==> src/rtl/imem_encoder_loader.sv <==
// Encodes symbolic LEGv8 instruction requests and streams them into imem from word 0.
// Optional feature macro: RANGE_CHECK_EN (reject out-of-range LDUR/STUR offsets, flag err).
module imem_encoder_loader #(
  parameter int unsigned IMEM_DEPTH = 64
) (
  input  logic                          clk,
  input  logic                          reset,
  input  logic                          start,
  input  logic                          req_valid,
  output logic                          req_ready,
  input  logic [2:0]                    req_kind,
  input  logic [4:0]                    rd,
  input  logic [4:0]                    rn,
  input  logic [4:0]                    rm,
  input  logic [18:0]                   imm,
  output logic                          we,
  output logic [$clog2(IMEM_DEPTH)-1:0] waddr,
  output logic [31:0]                   wdata,
  output logic [$clog2(IMEM_DEPTH):0]   count,
  output logic                          busy,
  output logic                          done,
  output logic                          full,
  output logic                          err
);

  localparam int unsigned ADDR_W = $clog2(IMEM_DEPTH);
  localparam logic [ADDR_W:0] DepthCnt = (ADDR_W+1)'(IMEM_DEPTH);

  typedef enum logic [1:0] {StIdle, StLoad, StEmit, StDone} state_e;

  state_e              state_q, state_d;
  logic [ADDR_W:0]     count_q, count_d;
  logic [ADDR_W-1:0]   waddr_q, waddr_d;
  logic [31:0]         wdata_q, wdata_d;
  logic                full_q, full_d;
  logic [31:0]         enc_word;
  logic                range_bad;
  logic [ADDR_W:0]     count_inc;

  always_comb begin
    unique case (req_kind)
      3'd0:    enc_word = {11'b10001011000, rm, 6'b0, rn, rd};
      3'd1:    enc_word = {11'b11001011000, rm, 6'b0, rn, rd};
      3'd2:    enc_word = {11'b10001010000, rm, 6'b0, rn, rd};
      3'd3:    enc_word = {11'b10101010000, rm, 6'b0, rn, rd};
      3'd4:    enc_word = {8'b10110100, imm, rd};
      3'd5:    enc_word = {11'b11111000010, imm[8:0], 2'b00, rn, rd};
      3'd6:    enc_word = {11'b11111000000, imm[8:0], 2'b00, rn, rd};
      default: enc_word = 32'h0;
    endcase
  end

`ifdef RANGE_CHECK_EN
  logic err_q, err_d;
  // In range iff bits above the 9-bit field are pure sign extension.
  assign range_bad = ((req_kind == 3'd5) || (req_kind == 3'd6)) &&
                     !((imm[18:8] == 11'h000) || (imm[18:8] == 11'h7ff));
  assign err = err_q;
`else
  assign range_bad = 1'b0;
  assign err       = 1'b0;
`endif

  assign count_inc = count_q + (ADDR_W+1)'(1);

  always_comb begin
    state_d = state_q;
    count_d = count_q;
    waddr_d = waddr_q;
    wdata_d = wdata_q;
    full_d  = full_q;
`ifdef RANGE_CHECK_EN
    err_d   = err_q;
`endif
    unique case (state_q)
      StIdle, StDone: begin
        if (start) begin
          state_d = StLoad;
          count_d = '0;
          full_d  = 1'b0;
`ifdef RANGE_CHECK_EN
          err_d   = 1'b0;
`endif
        end
      end
      StLoad: begin
        if (req_valid) begin
          if (req_kind == 3'd7) begin
            state_d = StDone;
          end else if (range_bad) begin
`ifdef RANGE_CHECK_EN
            err_d = 1'b1;
`endif
          end else begin
            // Encode at acceptance so waddr/wdata are stable for the whole EMIT cycle.
            state_d = StEmit;
            waddr_d = count_q[ADDR_W-1:0];
            wdata_d = enc_word;
          end
        end
      end
      StEmit: begin
        count_d = count_inc;
        if (count_inc == DepthCnt) begin
          full_d  = 1'b1;
          state_d = StDone;
        end else begin
          state_d = StLoad;
        end
      end
      default: state_d = StIdle;
    endcase
  end

  always_ff @(posedge clk or posedge reset) begin
    if (reset) begin
      state_q <= StIdle;
      count_q <= '0;
      waddr_q <= '0;
      wdata_q <= '0;
      full_q  <= 1'b0;
`ifdef RANGE_CHECK_EN
      err_q   <= 1'b0;
`endif
    end else begin
      state_q <= state_d;
      count_q <= count_d;
      waddr_q <= waddr_d;
      wdata_q <= wdata_d;
      full_q  <= full_d;
`ifdef RANGE_CHECK_EN
      err_q   <= err_d;
`endif
    end
  end

  // Decoded straight from state so an async reset kills the write strobe at once.
  assign req_ready = (state_q == StLoad);
  assign we        = (state_q == StEmit);
  assign busy      = (state_q == StLoad) || (state_q == StEmit);
  assign done      = (state_q == StDone);
  assign waddr     = waddr_q;
  assign wdata     = wdata_q;
  assign count     = count_q;
  assign full      = full_q;

endmodule

==> config.mk <==
export PLATFORM = sky130hd
export DESIGN_NAME = imem_encoder_loader
export DESIGN_NICKNAME = d
export VERILOG_FILES = /design/src/rtl/imem_encoder_loader.sv
export SDC_FILE = /design/constraint.sdc
export NUM_CORES = 1
export LEC_CHECK = 0
export CAP_MARGIN = 30
export CORE_MARGIN = 10
export CORE_UTILIZATION = 47
export CTS_CLUSTER_DIAMETER = 60
export DETAILED_ROUTE_END_ITERATION = 16
export PLACE_DENSITY = 0.86
export SYNTH_ARGS = -nofsm -noshare
export SYNTH_HDL_FRONTEND = slang
export SYNTH_SLANG_ARGS = --single-unit
==> constraint.sdc <==
create_clock -name clk -period 3.75 [get_ports clk]
set_input_delay 0.5625 -clock clk [delete_from_list [all_inputs] [get_ports clk]]
set_output_delay 0.5625 -clock clk [all_outputs]
set_load 0.02 [all_outputs]
==> results list <==
- Synthesized Nets: 287
- Across the run, the number of max-cap violations was 0.
- TritonCTS built the clock tree.
- In this run the static leakage power is 1.59 nW.
- Grouping stages by cell kind, the critical path spends the most delay in buffers and inverters.
* Number of antenna violations at the first check in global routing: 0
- The number of global-route vias before repair came to 2062.
- Max-slew headroom: 55.6%
- For this run, design rule violations remaining after detail routing come to 0.
- Portion of the post-synthesis area used by sequential elements: 50.3%
* Final core area utilization: 70.9%
- Clock transition time at the flip-flop clock pins of the worst setup and hold paths: 0.09 ns
- For this run, the detailed router's first-pass iteration total came to 5.
* Post CTS Setup Buffer Count: 0
* Pwr dens: 662 nW/um^2
- Fmax achieved: 0.403 GHz
* Clock Tree Buf Depth: 2
- Setup total negative slack on the finished layout was measured at 0 ns.
- Number of register bits inferred by synthesis: 48
- Footprint of the flip-flops and latches: 1200 um^2
- After synthesis, the share of flip-flops with an asynchronous set or reset is 100%.
* Number of DRC violations after detailed-routing iteration 0: 133
* Nets@finish: 372
- Slowest-stage cell, CP: sky130_fd_sc_hd__clkdlybuf4s50_1
* TritonCTS Buffers: 5
* Class of the most critical hold timing path: reg -> reg
- In this run the standard cell core region covers 4820 um^2.
* Power consumption: 0.00226 W
- Dominant cell by count in the synthesized netlist: sky130_fd_sc_hd__nand2_1
- At the worst endpoint, the required time is 3.19 ns.
- At the end of routability-driven placement, the weighted congestion stood at 0.828.
- Via-to-Cell Ratio: 5.36
* Cell at the root of the clock tree: sky130_fd_sc_hd__clkbuf_8
- Capturing element type of the critical path: primary output
- List of cells traversed by the critical path: inv_1 -> ha_1 -> clkdlybuf4s50_1
* Count of vias placed by the detailed router: 2110
- On the final layout, the worst clock skew is 0.00887 ns.
* Cell area after technology mapping: 2390 um^2
- Crit-path max FO: 12
* Top cell types by occurrence after synthesis: sky130_fd_sc_hd__nand2_1, sky130_fd_sc_hd__dfrtp_1, sky130_fd_sc_hd__mux2i_1
- Ant diodes: 0
* Layout-stage area growth over the synthesis result: 43.1%
- Measured along the y axis, the die boundary spans 91.3 um.
* Fraction of final layout cells with drive strength greater than 1: 5.81%
- The die covers 8330 um^2.
- Starting density of the core: 49.6%
- Setup violations, final: 0
- Hold repair after CTS inserted 0 buffers.
- Status: complete, no violations
* Startpoint-to-endpoint class of the critical path: reg -> out
* # fillers: 375
- Wires add up to 6860 um.
- Gates resized during post-CTS repair numbered 0.
- GRT overflow: 0
* Clock tree sinks: 48
* Share of Yosys cell area claimed by the top area cell type: 50.3%
- Post-synthesis cell type count: 39
- Portion of the clock cycle consumed by the worst path in the final layout: 66.2%
- sky130_fd_sc_hd__dfrtp_1 takes more of the synthesized area than any other cell.
* Post-Synthesis Cells: 241
- Quantity of I/O buffers inserted on ports: 90
- Maximum vdd drop: 0.581 mV
- Worst Tran Pin Value: 0.664 ns
- Maximum number of pins on one net before global-route repair: 39
- Count of standard-cell rows: 25
- Unrepaired setup endpoints after global routing: false
* First-pass GRT wire length: 11100 um
- Aggregate global-route resource usage: 16.4%
- Main area contributors after synthesis: sky130_fd_sc_hd__dfrtp_1, sky130_fd_sc_hd__nand2_1, sky130_fd_sc_hd__mux2i_1, sky130_fd_sc_hd__a22o_1, sky130_fd_sc_hd__ha_1
* Average cell area after synthesis: 9.91 um^2
- In the final routed layout, each cell accounts on average for 17.4 um.
- Once detail routing completed, the nets flagged for antenna violations numbered 0.
* Critical Path AT: 1.92 ns
- Top flip-flop cell by instance count after synthesis: sky130_fd_sc_hd__dfrtp_1
- DP HPWL: 5180 um
- The final number of hold-violating endpoints is 0.
- Die width: 91.3 um
- Pins Over Slew Limit: 0
- Maximum single-stage delay on the critical path: 0.69 ns
- In this run the number of H-tree levels came out at 2.
* EDFF count, synth: 0
- The worst setup path is launched from a flip-flop.
- Subtracting the final worst setup slack from the clock period gives 2.48 ns.
- Multi-input gate area: 1040 um^2
* Synth warn: 0
- Number of ports placed on the die boundary: 92
* Clock insertion delay at the later pin of the skew report: 0.31 ns
- Buffering stage count on the worst path with inverters included: 2
==> state kept, by name, indices dropped and copies added (netlist names) <==
signal	cells
count	7
full	1
state_q	2
waddr	6
wdata	32
==> cell usage in the layout (no fill, tap or decap), drive strengths merged, types with 2 or more instances in the layout <==
master,instances
nand3,5
o31ai,2
a22o,9
o21ai,14
clkbuf,6
a21o,5
a22oi,5
dfrtp,48
ha,5
nand2,60
clkdlybuf4s50,90
buf,2
inv,10
a31oi,2
a21oi,5
nand2b,3
nor2,11
mux2i,13
nor3,4
and2b,3
a222oi,5
o2bb2ai,5
==> path summary, 6_finish.rpt <==
check / start / to / slack [ns] / cells past startpoint
max in group asynchronous: reset / wdata[7] / 2.75 / 3
min in group asynchronous: reset / wdata[4] / 0.51 / 2
worst max-delay path: state_q[0] / we / 1.27 / 3
worst min-delay path: wdata[13] / wdata[13] / 0.47 / 2
worst min register to register: wdata[13] / wdata[13] / 0.47 / 2
worst max register to register: state_q[1] / wdata[8] / 1.79 / 6
==> kinds of logic (layout without fill, tap and decap cells) <==
kind of cell / after synthesis / count (layout) / share of synthesized area, %
buf+inv: 24 / 110 / 5.97
other cells: 1 / 1 / 0.157
xor+xnor: 2 / 2 / 1.05
fa+ha+maj: 5 / 5 / 2.62
simple gates: 91 / 91 / 16.9
flops: 48 / 48 / 50.3
mux: 14 / 14 / 5.92
compound gates: 56 / 56 / 17.0
==> per-stage QoR <==
step	setup WS (ns)	hold slack, ns	cells	cell area [um^2]
after floorplan	2.04	0.541	241	2390
after global placement	1.26	0.451	385	3270
after detailed placement	1.16	0.458	386	3290
after CTS	1.27	0.478	394	3420
after global routing	1.18	0.512	394	3420
final	1.27	0.472	394	3420
==> layout make-up <==
type | instances | area share (%)
clock inverter | 2 | 1.14
clock buffer | 6 | 2.42
inverter | 10 | 1.10
timing repair buffer | 92 | 27.2
tap | 67 | 2.45
sequential | 48 | 35.2
multi-input combinational | 169 | 30.5
==> metal layers <==
layer	global-route usage (%)	vias up	share of wire, %
met3	4.44	7	5.9
met5	0	-	0
met2	26.8	65	50
li1	-	1011	-
met4	5.48	0	1.4
met1	20.3	1027	42
==> power by group <==
group,switching [W],internal (W)
registers,0.000105,0.000682
clock network,0.000180,0.000218
logic,0.000598,0.000480
==> worst reg2reg max path: stages, from the launching register on <==
cell and delay (ns):
sky130_fd_sc_hd__dfrtp_1 0.42, sky130_fd_sc_hd__inv_1 0.08, sky130_fd_sc_hd__ha_1 0.34, sky130_fd_sc_hd__nand3_1 0.20, sky130_fd_sc_hd__nor3_4 0.52, sky130_fd_sc_hd__a222oi_1 0.25
sky130_fd_sc_hd__inv_1 0.10
Power figures use the tool's default switching activity.
